===== config.mk =====
export PLATFORM = sky130hd
export DESIGN_NAME = pulse_monitor
export DESIGN_NICKNAME = d
export VERILOG_FILES = /design/src/rtl/pulse_pkg.sv /design/src/rtl/pulse_axis.sv /design/src/rtl/pulse_monitor.sv
export SDC_FILE = /design/constraint.sdc
export NUM_CORES = 1
export LEC_CHECK = 0
export CORE_MARGIN = 2
export CORE_UTILIZATION = 50
export CTS_CLUSTER_DIAMETER = 200
export DETAILED_ROUTE_END_ITERATION = 8
export DONT_BUFFER_PORTS = 1
export SETUP_SLACK_MARGIN = 0.2
export SYNTH_ARGS = -nofsm -noshare
export SYNTH_HDL_FRONTEND = slang
export SYNTH_SLANG_ARGS = --single-unit

===== constraint.sdc =====
create_clock -name sysclk -period 6.8 [get_ports sysclk]
set_input_delay 1.36 -clock sysclk [delete_from_list [all_inputs] [get_ports sysclk]]
set_output_delay 1.36 -clock sysclk [all_outputs]
set_load 0.005 [all_outputs]

===== src/rtl/pulse_pkg.sv =====
// Shared definitions for the step-pulse generator/receiver pair: axis-state
// encoding and default axis count / position width.
package pulse_pkg;

  localparam int NAX_DEF   = 6;
  localparam int POS_W_DEF = 16;

  typedef enum logic [1:0] {
    UNHOMED = 2'd0,
    IDLE    = 2'd1,
    MOVING  = 2'd2
  } axis_state_t;

endpackage


===== src/rtl/pulse_axis.sv =====
// One receiver axis: input synchronisers, step/stop edge detection, homing
// state machine, idle timer, saturating position and sticky fault.
// Optional glitch filter on PU selected by PULSE_MON_FILTER_EN.
module pulse_axis
  import pulse_pkg::*;
#(
  parameter int POS_W       = POS_W_DEF,
  parameter int IDLE_CYCLES = 200,
  parameter int FILT_LEN    = 3
) (
  input  logic             sysclk,
  input  logic             rst_n,
  input  logic             pu,
  input  logic             dr,
  input  logic             mf,
  input  logic             stop,
  input  logic             clr_fault,
  output logic [POS_W-1:0] pos,
  output logic             homed,
  output logic             moving,
  output logic             fault
);

  localparam int CNT_W = (IDLE_CYCLES > 1) ? $clog2(IDLE_CYCLES) : 1;
  localparam logic [POS_W-1:0] POS_MAX = {1'b0, {(POS_W-1){1'b1}}};
  localparam logic [POS_W-1:0] POS_MIN = {1'b1, {(POS_W-1){1'b0}}};
  localparam logic [POS_W-1:0] POS_ONE = POS_W'(1);

  if (FILT_LEN < 1) begin : g_bad_filt
    $error("FILT_LEN must be at least 1");
  end

  logic [1:0]  pu_s, dr_s, mf_s, stop_s;
  logic        stop_d;
  logic [1:0]  fill;
  logic        armed;
  logic        step_det;
  logic        step_q, dir_q, mf_q, stop_q;
  logic [CNT_W-1:0] idle_cnt;
  axis_state_t state, state_nxt;

  // A PU line already high when reset releases must go low before it can step;
  // armed only sets once the synchroniser holds a real, low sample.
  // NOTE: every register, synchronisers included, is cleared by the
  // synchronous reset so behaviour after release is fully deterministic.
  always_ff @(posedge sysclk) begin
    if (!rst_n) begin
      pu_s   <= '0;
      dr_s   <= '0;
      mf_s   <= '0;
      stop_s <= '0;
      stop_d <= 1'b0;
      fill   <= '0;
      armed  <= 1'b0;
    end else begin
      // NOTE: non-blocking assignments let each shift stage read the old value.
      pu_s   <= {pu_s[0], pu};
      dr_s   <= {dr_s[0], dr};
      mf_s   <= {mf_s[0], mf};
      stop_s <= {stop_s[0], stop};
      stop_d <= stop_s[1];
      fill   <= {fill[0], 1'b1};
      armed  <= armed | (fill[1] & ~pu_s[1]);
    end
  end

`ifdef PULSE_MON_FILTER_EN
  localparam int FC_W = $clog2(FILT_LEN + 1);
  logic [FC_W-1:0] hi_cnt;

  always_ff @(posedge sysclk) begin
    if (!rst_n)                         hi_cnt <= '0;
    else if (!pu_s[1])                  hi_cnt <= '0;
    else if (hi_cnt != FC_W'(FILT_LEN)) hi_cnt <= hi_cnt + FC_W'(1);
  end

  assign step_det = pu_s[1] & armed & (hi_cnt == FC_W'(FILT_LEN - 1));
`else
  logic pu_d;

  always_ff @(posedge sysclk) begin
    if (!rst_n) pu_d <= 1'b0;
    else        pu_d <= pu_s[1];
  end

  assign step_det = pu_s[1] & ~pu_d & armed;
`endif

  // Events are registered together with the direction and motor-free level
  // seen in the same cycle as the edge.
  always_ff @(posedge sysclk) begin
    if (!rst_n) begin
      step_q <= 1'b0;
      dir_q  <= 1'b0;
      mf_q   <= 1'b0;
      stop_q <= 1'b0;
    end else begin
      step_q <= step_det;
      dir_q  <= dr_s[1];
      mf_q   <= mf_s[1];
      stop_q <= stop_s[1] & ~stop_d;
    end
  end

  logic step_ok, blocked, fault_set;

  assign step_ok   = step_q & ~mf_q & ~stop_q;
  assign blocked   = step_ok & (dir_q ? (pos == POS_MAX) : (pos == POS_MIN));
  assign fault_set = (step_q & mf_q & ~stop_q) | blocked;

  always_ff @(posedge sysclk) begin
    if (!rst_n) state <= UNHOMED;
    else        state <= state_nxt;
  end

  always_comb begin
    // NOTE: default first so every path assigns state_nxt and no latch forms.
    state_nxt = state;
    if (stop_q) begin
      state_nxt = IDLE;
    end else begin
      unique case (state)
        UNHOMED: state_nxt = UNHOMED;
        IDLE:    if (step_ok) state_nxt = MOVING;
        MOVING:  if (!step_ok && idle_cnt == '0) state_nxt = IDLE;
        default: state_nxt = UNHOMED;
      endcase
    end
  end

  always_comb begin
    moving = (state == MOVING);
  end

  // Counter reload is IDLE_CYCLES-1 so MOVING ends exactly IDLE_CYCLES edges
  // after the step that reloaded it.
  always_ff @(posedge sysclk) begin
    if (!rst_n) begin
      pos      <= '0;
      idle_cnt <= '0;
      homed    <= 1'b0;
      fault    <= 1'b0;
    end else begin
      if (stop_q) begin
        pos      <= '0;
        idle_cnt <= '0;
        homed    <= 1'b1;
      end else if (step_ok) begin
        idle_cnt <= CNT_W'(IDLE_CYCLES - 1);
        if (!blocked) pos <= dir_q ? pos + POS_ONE : pos - POS_ONE;
      end else if (idle_cnt != '0) begin
        idle_cnt <= idle_cnt - CNT_W'(1);
      end
      fault <= (fault & ~clr_fault) | fault_set;
    end
  end

endmodule


===== src/rtl/pulse_monitor.sv =====
// Six-axis step-pulse receiver top: per-axis pulse_axis instances plus the
// registered Sel/Pos read port. Optional PU filter: PULSE_MON_FILTER_EN.
module pulse_monitor
  import pulse_pkg::*;
#(
  parameter int NAX         = NAX_DEF,
  parameter int POS_W       = POS_W_DEF,
  parameter int IDLE_CYCLES = 200,
  parameter int FILT_LEN    = 3
) (
  input  logic             sysclk,
  input  logic             rst_n,
  input  logic [NAX-1:0]   PU,
  input  logic [NAX-1:0]   DR,
  input  logic [NAX-1:0]   MF,
  input  logic [NAX-1:0]   Stop,
  input  logic [2:0]       Sel,
  input  logic [NAX-1:0]   ClrFault,
  output logic [POS_W-1:0] Pos,
  output logic [NAX-1:0]   Homed,
  output logic [NAX-1:0]   Moving,
  output logic [NAX-1:0]   Fault
);

  logic [NAX-1:0][POS_W-1:0] pos_all;
  logic [POS_W-1:0]          sel_pos;

  for (genvar i = 0; i < NAX; i++) begin : g_axis
    pulse_axis #(
      .POS_W      (POS_W),
      .IDLE_CYCLES(IDLE_CYCLES),
      .FILT_LEN   (FILT_LEN)
    ) u_axis (
      .sysclk   (sysclk),
      .rst_n    (rst_n),
      .pu       (PU[i]),
      .dr       (DR[i]),
      .mf       (MF[i]),
      .stop     (Stop[i]),
      .clr_fault(ClrFault[i]),
      .pos      (pos_all[i]),
      .homed    (Homed[i]),
      .moving   (Moving[i]),
      .fault    (Fault[i])
    );
  end

  // Selects beyond the last axis fall through to zero.
  always_comb begin
    sel_pos = '0;
    for (int i = 0; i < NAX; i++) begin
      if (Sel == 3'(i)) sel_pos = pos_all[i];
    end
  end

  always_ff @(posedge sysclk) begin
    if (!rst_n) Pos <= '0;
    else        Pos <= sel_pos;
  end

endmodule


Word-level counts from Yosys, hierarchy flattened
Index checks and enable logic that the tools add are counted.
{"block": "classes", "add_sub_neg": 18, "bitwise": 121, "muxes": 60, "n_eq_ne": 53, "reduce_logical": 61}
{"cell": "16-bit 2-to-1 mux", "n": 12}
{"cell": "16-bit by 1-bit adder with 16-bit output (second input constant)", "n": 6}
{"cell": "16-bit by 15-bit == test with 1-bit output (second input constant)", "n": 6}
{"cell": "16-bit == test (second input constant)", "n": 6}
{"cell": "8-bit 2-to-1 mux", "n": 12}
{"cell": "16-bit by 1-bit subtractor with 16-bit output (second input constant)", "n": 6}
{"cell": "1-bit AND", "n": 60}
{"cell": "8-bit logical NOT", "n": 6}
{"cell": "8-bit nonzero test", "n": 6}
{"cell": "8-bit by 1-bit subtractor with 8-bit output (second input constant)", "n": 6}
{"cell": "1-bit inverter", "n": 43}
{"cell": "2-bit AND reduction", "n": 18}
{"cell": "2-bit 2-to-1 mux", "n": 12}
{"cell": "2-bit one-hot mux with 2 select lines", "n": 6}
{"cell": "1-bit 2-to-1 mux", "n": 18}
{"cell": "3-bit by 1-bit != test with 1-bit output (second input constant)", "n": 6}
{"cell": "3-bit != test (second input constant)", "n": 6}
{"cell": "1-bit OR", "n": 18}
{"cell": "3-bit OR reduction", "n": 6}
{"cell": "2-bit by 1-bit == test with 1-bit output (second input constant)", "n": 6}
{"cell": "2-bit == test (second input constant)", "n": 6}
{"cell": "2-bit by 1-bit != test with 1-bit output (second input constant)", "n": 6}
{"cell": "2-bit != test (second input constant)", "n": 6}
{"cell": "2-bit nonzero test", "n": 6}
{"cell": "other kinds (7)", "n": 24}
{"block": "word_totals", "regBits": 286, "word_cells": 434, "out_inout_bits": 34, "inputBits": 35}

Depth between registers and ports, before layout
{"block": "logic_depth", "ltp_word": 8, "ltp_mapped": 12, "ltp_nobuf": 10}

Modules after synthesis
Synthesis repeated with hierarchy kept, for this count alone.
{"block": "unflattened", "hier_cells": 1772, "hier_area_um2": 15627.5}
{"module": "pulse_axis (g_axis[1].u_axis ...)", "seq_area_each_um2": 900.9, "instances": 2, "area_each_um2": 2471.1, "cells_each": 280}
{"module": "pulse_axis (g_axis[3].u_axis)", "seq_area_each_um2": 900.9, "instances": 1, "area_each_um2": 2428.6, "cells_each": 274}
{"module": "pulse_axis (g_axis[4].u_axis)", "seq_area_each_um2": 900.9, "instances": 1, "area_each_um2": 2363.5, "cells_each": 275}
{"module": "pulse_axis (g_axis[0].u_axis)", "seq_area_each_um2": 900.9, "instances": 1, "area_each_um2": 2361.0, "cells_each": 269}
{"module": "pulse_axis (g_axis[5].u_axis)", "seq_area_each_um2": 900.9, "instances": 1, "area_each_um2": 2307.2, "cells_each": 266}
{"module": "pulse_monitor", "seq_area_each_um2": 320.3, "instances": 1, "area_each_um2": 1224.9, "cells_each": 128}

Worst setup path after synthesis
OpenSTA, ideal clock, no wires.
{"block": "synth_timing", "path_type": "input-to-reg", "startpoint": "input Sel[0]", "endpoint": "register Pos[10]", "setup_ns": 0.115, "t_arrival_ns": 2.728, "cell_stages": 7, "path_buffers": 2, "slack_ns": 3.957, "t_required_ns": 6.685, "path_cell_list": "clkbuf_1 > clkbuf_1 > mux2i_1 > nor2_1 > a21oi_1 > o221ai_1 > and2_1"}
{"block": "synth_via", "elab_chain_len": 7, "word_cells_on_any_way": 12, "cone_classes": "eq/ne: 5; mux: 6; reduce/logical: 1"}
{"item": "start, declared", "line_no": "pulse_monitor.sv:17", "source": "input logic [2:0] Sel,"}
{"item": "3-bit logical NOT", "line_no": "pulse_monitor.sv:52", "source": "if (Sel == 3'(i)) sel_pos = pos_all[i];"}
{"item": "16-bit 2-to-1 mux (5 in series)", "line_no": "pulse_monitor.sv:52"}
{"item": "16-bit 2-to-1 mux (*)", "line_no": "pulse_monitor.sv:52"}
{"item": "end signal, assigned", "line_no": "pulse_monitor.sv:58", "source": "else Pos <= sel_pos;"}
{"item": "end, declared", "line_no": "pulse_monitor.sv:19", "source": "output logic [POS_W-1:0] Pos,"}
Every way passes the cells marked *; elsewhere a longest branch is shown, timed or not.
A chain may end at the register's enable or synchronous reset.

Worst setup path in the final report
{"block": "layout_timing", "startpoint": "register g_axis[5].u_axis.dir_q", "endpoint": "register g_axis[5].u_axis.pos[15]"}
{"block": "layout_via", "elab_chain_len": 4, "word_cells_on_any_way": 5, "cone_classes": "mux: 2; bitwise: 2; reduce/logical: 1"}
{"item": "start, declared", "line_no": "pulse_axis.sv:38", "source": "logic step_q, dir_q, mf_q, stop_q;"}
{"item": "start signal, assigned", "line_no": "pulse_axis.sv:99", "source": "dir_q <= dr_s[1];"}
{"item": "1-bit 2-to-1 mux", "line_no": "pulse_axis.sv:108", "source": "assign blocked = step_ok & (dir_q ? (pos == POS_MAX) : (pos == POS_MIN));"}
{"item": "1-bit AND", "line_no": "pulse_axis.sv:108"}
{"item": "1-bit inverter (no source line)"}
{"item": "2-bit AND reduction (no source line)"}
{"item": "end signal, assigned", "line_no": "pulse_axis.sv:150", "source": "if (!blocked) pos <= dir_q ? pos + POS_ONE : pos - POS_ONE;"}
{"item": "end, declared", "line_no": "pulse_axis.sv:18", "source": "output logic [POS_W-1:0] pos,"}
Parallel ways exist; a longest one is shown, timed or not.

==> impl_metrics.prom <==
# TYPE chip_impl_metric gauge
chip_impl_info{name="status",value="finished, final reports clean"} 1
chip_impl_metric{name="min_period",unit="ps"} 3190
chip_impl_metric{name="grt_max_degree",unit=""} 127
chip_impl_metric{name="clkTransAtPathRegs",unit="ps"} 60
chip_impl_metric{name="worstPathMaxFanout",unit=""} 23
chip_impl_metric{name="critPathArrivalTime",unit="ps"} 3620
chip_impl_metric{name="yosys_register_bits",unit=""} 276
chip_impl_metric{name="setup_slack",unit="ps"} 3610
chip_impl_info{name="layout.cells.most_common",value="sky130_fd_sc_hd__dfxtp_1"} 1
chip_impl_metric{name="net_load_switching_power",unit="mW"} 1.27
chip_impl_metric{name="post-layout-total-power",unit="mW"} 4.61
chip_impl_metric{name="p_per_area",unit="nW/um^2"} 290
chip_impl_metric{name="cts_repair_resize_count",unit=""} 0
chip_impl_metric{name="boundary_pin_count",unit=""} 69
chip_impl_metric{name="slew-limit-headroom",unit="%"} 27.9
chip_impl_metric{name="grt_util_all_layers",unit="%"} 21.9
chip_impl_metric{name="post-dp-hpwl",unit="um"} 24400
chip_impl_metric{name="num_rows",unit=""} 62
chip_impl_metric{name="portBuffers",unit=""} 0
chip_impl_metric{name="synth.net_count",unit=""} 1879
chip_impl_metric{name="period_share",unit="%"} 46.9
chip_impl_info{name="kind_of_path_behind_the_tightest_hold_check",value="register to register"} 1
chip_impl_metric{name="netlist_instances",unit=""} 1748
chip_impl_metric{name="start_util",unit="%"} 51.0
chip_impl_metric{name="skew",unit="ps"} 10.6
chip_impl_info{name="synth_top_cell_by_area",value="sky130_fd_sc_hd__dfxtp_1"} 1
chip_impl_metric{name="detail_route.iter0.violations",unit=""} 922
chip_impl_metric{name="setup_tns",unit="ps"} 0
chip_impl_metric{name="setup.reg_to_reg.worst_slack",unit="ps"} 3610
chip_impl_metric{name="final_net_count",unit=""} 1821
chip_impl_metric{name="cts_hold_repair.buffers",unit=""} 0
chip_impl_info{name="setup.worst_path.class",value="register to register"} 1
chip_impl_info{name="start_kind",value="register"} 1
chip_impl_metric{name="gp_congestion",unit=""} 0.874
chip_impl_metric{name="seq_power_share",unit="%"} 41.0
chip_impl_metric{name="drv_slew",unit=""} 0
chip_impl_metric{name="post-route-util",unit="%"} 55.2
chip_impl_metric{name="cp.required",unit="ps"} 7230
chip_impl_metric{name="clockBufferDepth",unit=""} 3
chip_impl_metric{name="max_slew.worst_pin.slew",unit="ps"} 1080
chip_impl_metric{name="dr_total_vias",unit=""} 11844
chip_impl_metric{name="max_cap_viol_count",unit=""} 0
chip_impl_metric{name="drt-pass1-iter-count",unit=""} 7
chip_impl_metric{name="place_worst_setup_slack",unit="ps"} 3650
chip_impl_metric{name="worst_ir_drop_vdd",unit="mV"} 0.192
chip_impl_metric{name="yosys.area.top_type_share",unit="%"} 37.6
chip_impl_metric{name="clock_sink_count",unit=""} 276
chip_impl_metric{name="dieWidth",unit="um"} 175
chip_impl_info{name="synthTopCellsByArea",value="sky130_fd_sc_hd__dfxtp_1 (38%), sky130_fd_sc_hd__ha_1 (7.7%), sky130_fd_sc_hd__a21oi_1 (5.5%)"} 1
chip_impl_metric{name="first_pass_grt_wire_length",unit="um"} 55800
chip_impl_metric{name="clkPwrFrac",unit="%"} 39.5
chip_impl_metric{name="postCtsSetupBuffers",unit=""} 0
chip_impl_info{name="clock-root-buffer",value="sky130_fd_sc_hd__clkbuf_16"} 1
chip_impl_metric{name="clock_latency",unit="ps"} 550
chip_impl_metric{name="synthToLayoutAreaGrowth",unit="%"} 8.19
chip_impl_metric{name="design.core.area",unit="um^2"} 28800
chip_impl_metric{name="power.leakage",unit="nW"} 6.58
chip_impl_metric{name="die_height",unit="um"} 175
chip_impl_metric{name="cts.htree.levels",unit=""} 1
chip_impl_info{name="layout_common_cells",value="sky130_fd_sc_hd__dfxtp_1 (276), sky130_fd_sc_hd__a21oi_1 (161), sky130_fd_sc_hd__nand2_1 (146), sky130_fd_sc_hd__nor2_1 (137), sky130_fd_sc_hd__and2_1 (92)"} 1
chip_impl_metric{name="drive_above_1_share",unit="%"} 3.79
chip_impl_metric{name="intPower",unit="mW"} 3.34
chip_impl_info{name="tritoncts",value="yes"} 1
chip_impl_metric{name="postSynth.asyncResetShare",unit="%"} 0
chip_impl_metric{name="timing.final.hold_violations",unit=""} 0
chip_impl_metric{name="synth_enable_flop_cells",unit=""} 0
chip_impl_metric{name="timing.final.setup_violations",unit=""} 0
chip_impl_metric{name="synth.avg_cell_area",unit="um^2"} 8.40
chip_impl_metric{name="worst_hold_margin",unit="ps"} 380
chip_impl_metric{name="route.antenna.remaining_nets",unit=""} 0
chip_impl_info{name="rsz_0062_raised_after_global_routing",value="no"} 1
chip_impl_metric{name="remaining_drc_errors",unit=""} 0
chip_impl_metric{name="routed_wl",unit="um"} 33900
chip_impl_metric{name="globalRouteOverflowTotal",unit=""} 0
chip_impl_metric{name="swShare",unit="%"} 27.6
chip_impl_metric{name="antenna_found_initial",unit=""} 1
chip_impl_info{name="worstSetupEndpointType",value="register"} 1
chip_impl_metric{name="power_frac_comb",unit="%"} 19.5
chip_impl_metric{name="design.die.area",unit="um^2"} 30700
chip_impl_metric{name="hold_depth",unit=""} 1
chip_impl_metric{name="number_of_buffers_added_by_the_clock_tree_synthesis_step",unit=""} 31
chip_impl_metric{name="seq_area_frac_synth",unit="%"} 37.6
chip_impl_metric{name="n_antenna_cell",unit=""} 0
chip_impl_metric{name="synthesis.area",unit="um^2"} 14700
chip_impl_metric{name="grt_pass1_vias",unit=""} 11138
chip_impl_metric{name="reg2regPathDepth",unit=""} 9
chip_impl_metric{name="avgRoutedWirePerCell",unit="um"} 16.2
chip_impl_metric{name="synthesis.yosys.warnings",unit=""} 0
chip_impl_metric{name="detail_route.vias_per_cell",unit=""} 5.65
chip_impl_info{name="synth_flop_cell",value="sky130_fd_sc_hd__dfxtp_1"} 1
chip_impl_metric{name="synthDistinctLibCells",unit=""} 60
chip_impl_metric{name="timing.fmax",unit="GHz"} 0.314
synth_stat cells, drive strengths merged (21+ instances only):
cell	instances
nor2b	55
nand2	146
xnor2	50
o21a	21
o21ai	75
buf	26
and2	92
a21oi	162
or3	28
nand3	55
nor2	137
nand2b	33
dfxtp	276
nor3	39
inv	66
ha	90
mux2i	48
a21o	22
clkbuf	66
power groups by stage:
stage / combinational (mW) / sequential, mW / clock [mW]
floorplan: 0.797 / 1.90 / 0
global placement: 0.882 / 1.92 / 0
detailed placement: 0.895 / 1.93 / 0
CTS: 0.900 / 1.89 / 1.87
global route: 1.04 / 1.91 / 1.93
finish: 0.899 / 1.89 / 1.82
worst max-delay path, cell delays in order, from the launching register on:
cell,delay (ps)
sky130_fd_sc_hd__dfxtp_1,510
sky130_fd_sc_hd__inv_1,380
sky130_fd_sc_hd__ha_1,480
sky130_fd_sc_hd__and4_1,210
sky130_fd_sc_hd__nand4_1,90
sky130_fd_sc_hd__nor4_1,500
sky130_fd_sc_hd__or2_2,500
sky130_fd_sc_hd__o21ai_0,160
sky130_fd_sc_hd__a21oi_1,140
sky130_fd_sc_hd__nand3_1,90
layout make-up:
cell class	instances	area, um^2
Inverter	66	248
Sequential cell	276	5530
Multi-Input combinational cell	1314	8490
Tap cell	384	480
Clock inverter	15	258
Fill cell	2663	12900
Clock buffer	41	873
Timing Repair Buffer	1	7.51
routing by layer:
layer | share of wire, % | track usage [%] | up-vias | wire length (um)
met5 | 0 | 0 | - | 0
met4 | 2.4 | 5.52 | 0 | 826
met3 | 4.2 | 2.90 | 53 | 1420
met1 | 49 | 30.8 | 5529 | 16700
met2 | 44 | 35.5 | 220 | 15000
li1 | - | - | 6042 | -
registers in the layout, summed over array words and instances, names as in the netlist:
register,count
Pos,16
g_axis.u_axis.armed,6
g_axis.u_axis.dir_q,6
g_axis.u_axis.dr_s,12
g_axis.u_axis.fault,6
g_axis.u_axis.fill,2
g_axis.u_axis.homed,6
g_axis.u_axis.idle_cnt,48
g_axis.u_axis.mf_q,6
g_axis.u_axis.mf_s,12
g_axis.u_axis.pos,96
g_axis.u_axis.pu_d,6
g_axis.u_axis.pu_s,12
g_axis.u_axis.state,12
g_axis.u_axis.step_q,6
g_axis.u_axis.stop_d,6
g_axis.u_axis.stop_q,6
g_axis.u_axis.stop_s,12
worst paths after layout:
kind,end,startpoint
setup reg to reg,g_axis[5].u_axis.pos[15]$_SDFFE_PP0P_,g_axis[5].u_axis.dir_q$_SDFF_PN0_
hold / removal,g_axis[0].u_axis.stop_q$_SDFF_PN0_,g_axis[0].u_axis.stop_d$_SDFF_PN0_
setup / recovery,g_axis[5].u_axis.pos[15]$_SDFFE_PP0P_,g_axis[5].u_axis.dir_q$_SDFF_PN0_
hold reg to reg,g_axis[0].u_axis.stop_q$_SDFF_PN0_,g_axis[0].u_axis.stop_d$_SDFF_PN0_
kinds of logic (layout without fill, tap and decap cells):
logic type | Yosys count | in the layout | synth area share, %
mux | 51 | 51 | 3.66
fa+ha+maj | 96 | 96 | 8.49
xor+xnor | 70 | 70 | 4.18
compound gates | 414 | 414 | 17.5
simple gates | 683 | 683 | 24.0
buf+inv | 158 | 123 | 4.53
flops | 276 | 276 | 37.6
per-stage QoR:
step           instances  area (um^2)
2_1_floorplan       1748        14700
3_3_place_gp        2041        14800
3_5_place_dp        2041        14800
4_1_cts             2097        15900
5_1_grt             2097        15900
6_report            2097        15900
(Power assumes the default switching activity.)
==> RTL change (same settings) <==
Build with the macro `PULSE_MON_FILTER_EN` defined.
--- a/src/rtl/pulse_axis.sv
+++ b/src/rtl/pulse_axis.sv
@@ -2,4 +2,6 @@
 // state machine, idle timer, saturating position and sticky fault.
 // Optional glitch filter on PU selected by PULSE_MON_FILTER_EN.
+`define PULSE_MON_FILTER_EN
+
 module pulse_axis
   import pulse_pkg::*;
Formal check against the unedited RTL: same outputs for any inputs over 4 cycles, from zero or initial values and one cycle with rst_n low; that may be too few to reach the edited logic, so the function may still have changed.
==> RTL change against the unedited design <==
  * Maximum frequency down 0.49%
  * Worst setup slack got worse by 0.016 ns
  * Critical path type unchanged
  * Clock power about the same
  * Wire length shrank 2.1%
  * Critical path depth is the same
  * Total power fell by 4.0%
  * Sequential cell count increased by 6
  * Clock skew is 0.0062 ns higher
  * Cell area grew 2.5%
  * Synthesized area is 2.1% higher
  * Global-route usage fell by 0.46 points
  * Non-clock buffer count grew 2
==> RTL change: results (changes against the unedited design) <==
Detailed routing
  • Vias per cell: 5.45 (-3.5%)
  • DRT Wirelength: 33,200 um (-2.1%)
  • Post-DR wirelength/cell: 16.0 um (-1.2%)
  • DR iter-0 viols: 467 (-49%)
  • Pre-antenna DRT Iters: 4 (-3)

Global route
  • Largest net degree at the start of global routing: 125 (-1.6%)
  • GRT Overall Usage: 0.214 (-0.00465)
  • First-pass GRT wire length: 54,500 um (-2.4%)
  • Initial antenna violation count: 1 (unchanged)
  • Via count of the first global-routing pass: 10,600 (-4.4%)

Timing
  • Slew Limit Headroom: 0.290 (+0.0111)
  • Fin crit share: 0.471 (+0.00231)
  • Clk_skew: 0.0168 ns (+0.00623 ns)
  • Worst Hold Margin: 0.381 ns (+0.000884 ns)

Clock network
  • Total CTS buffers: 34 (+9.7%)
  • Clk Latency, worst-skew pair: 0.51 ns (-0.04 ns)
  • H-tree Lvls: 2 (+1)
  • Worst-path clk slew: 0.05 ns
  • # resized after CTS: 0 (unchanged)

Placed design
  • Placed instance count: 2,016 (-1.2%)
  • GPL Wtd Cong: 0.863 (-1.3%)
  • Detail Placement HPWL: 24,200 um (-0.67%)
  • Port Buffer Count: 0 (unchanged)

Setup path
  • CP max FO: 19 (-17%)
  • Critical path's slowest cell: or4_1
  • R2r setup slk: 3.60 ns (-0.02 ns)
  • Arrival @ worst endpoint: 3.60 ns (-0.02 ns)
  • Crit Reg-Reg Startpoint: g_axis[4].u_axis.dir_q
  • Crit Path Class: reg2reg
  • Reg2Reg Capture Point: g_axis[4].u_axis.pos[14]
  • Worst path max stage delay: 0.55 ns (+0.04 ns)

Power
  • Leakage: 6.67 nW (+1.4%)
  • Flop pwr share: 0.425 (+0.015)
  • Top power group: registers
  • Max rail drop VDD: 0.182 mV (-5.3%)
  • Switching Power: 1.19 mW (-6.4%)
  • Clock power frac: 0.411 (+0.016)
  • Net switching fraction of the power: 0.269 (-0.00712)

Yosys
  • Xor/xnor cell area share of the yosys netlist: 0.0578 (+0.0161)
  • Synth Cell Area: 15,000 um^2 (+2.1%)
  • Post-synth top cells: 282 x dfxtp_1, 173 x nor2_1, 146 x a21oi_1
  • Synthesized-area fraction occupied by adder cells: 0.0931 (+0.00824)
  • Mux cell area share after synthesis: 0.0676 (+0.0310)
  • Synthesized instance count: 1,702 (-2.6%)
  • Sequential share of the synthesized area: 0.377 (about the same)
  • Synth top area cells: dfxtp_1 38%, ha_1 8.5%, a21oi_1 4.9%
  • Synth unique cells: 70 (+17%)
  • Post-synthesis compound-gate area fraction: 0.164 (-0.0117)

Outcome
  • Status: finished, final reports clean

Worst hold path
  • Hold Crit Start: g_axis[5].u_axis.stop_d
  • Hold/Removal Path Class: reg2reg
  • Worst Hold End: g_axis[5].u_axis.stop_q
  • Worst Hold Depth: 1 (unchanged)

Final layout
  • Share of layout cells above drive strength 1: 0.0528 (+0.0148)
  • NumNets Final: 1,805 (-0.88%)
  • Largest registers: g_axis.u_axis.pos: 96 flops, g_axis.u_axis.idle_cnt: 48 flops, Pos: 16 flops
-- RTL change: changes by cell type after synthesis, moves of 15 or more --
cell / delta
clkbuf_1: -17
o21ai_0: -40
nor2_1: +36
mux2i_1: +15
a21oi_1: -15
nor3_1: -19
xnor2_1: +22
o21ai_1: +17
nand3_1: -24
o22ai_1: +18
nand2_1: -28
-- RTL change: final cells by class --
cell class	count	area [um^2]
Antenna cell	1	2.50
Clock buffer	52	1030
Clock inverter	8	109
Fill cell	2676	13300
Inverter	78	293
Multi-Input combinational cell	1263	8690
Sequential cell	282	5650
Tap cell	390	488
Timing Repair Buffer	3	22.5
-- RTL change: per-layer routing --
metal / track usage / vias up / wire length (um)
met1: 0.302 / 5186 / 16300
met4: 0.0616 / 0 / 789
met2: 0.334 / 204 / 14400
met5: 0 / - / 0
li1: - / 5875 / -
met3: 0.0391 / 51 / 1700
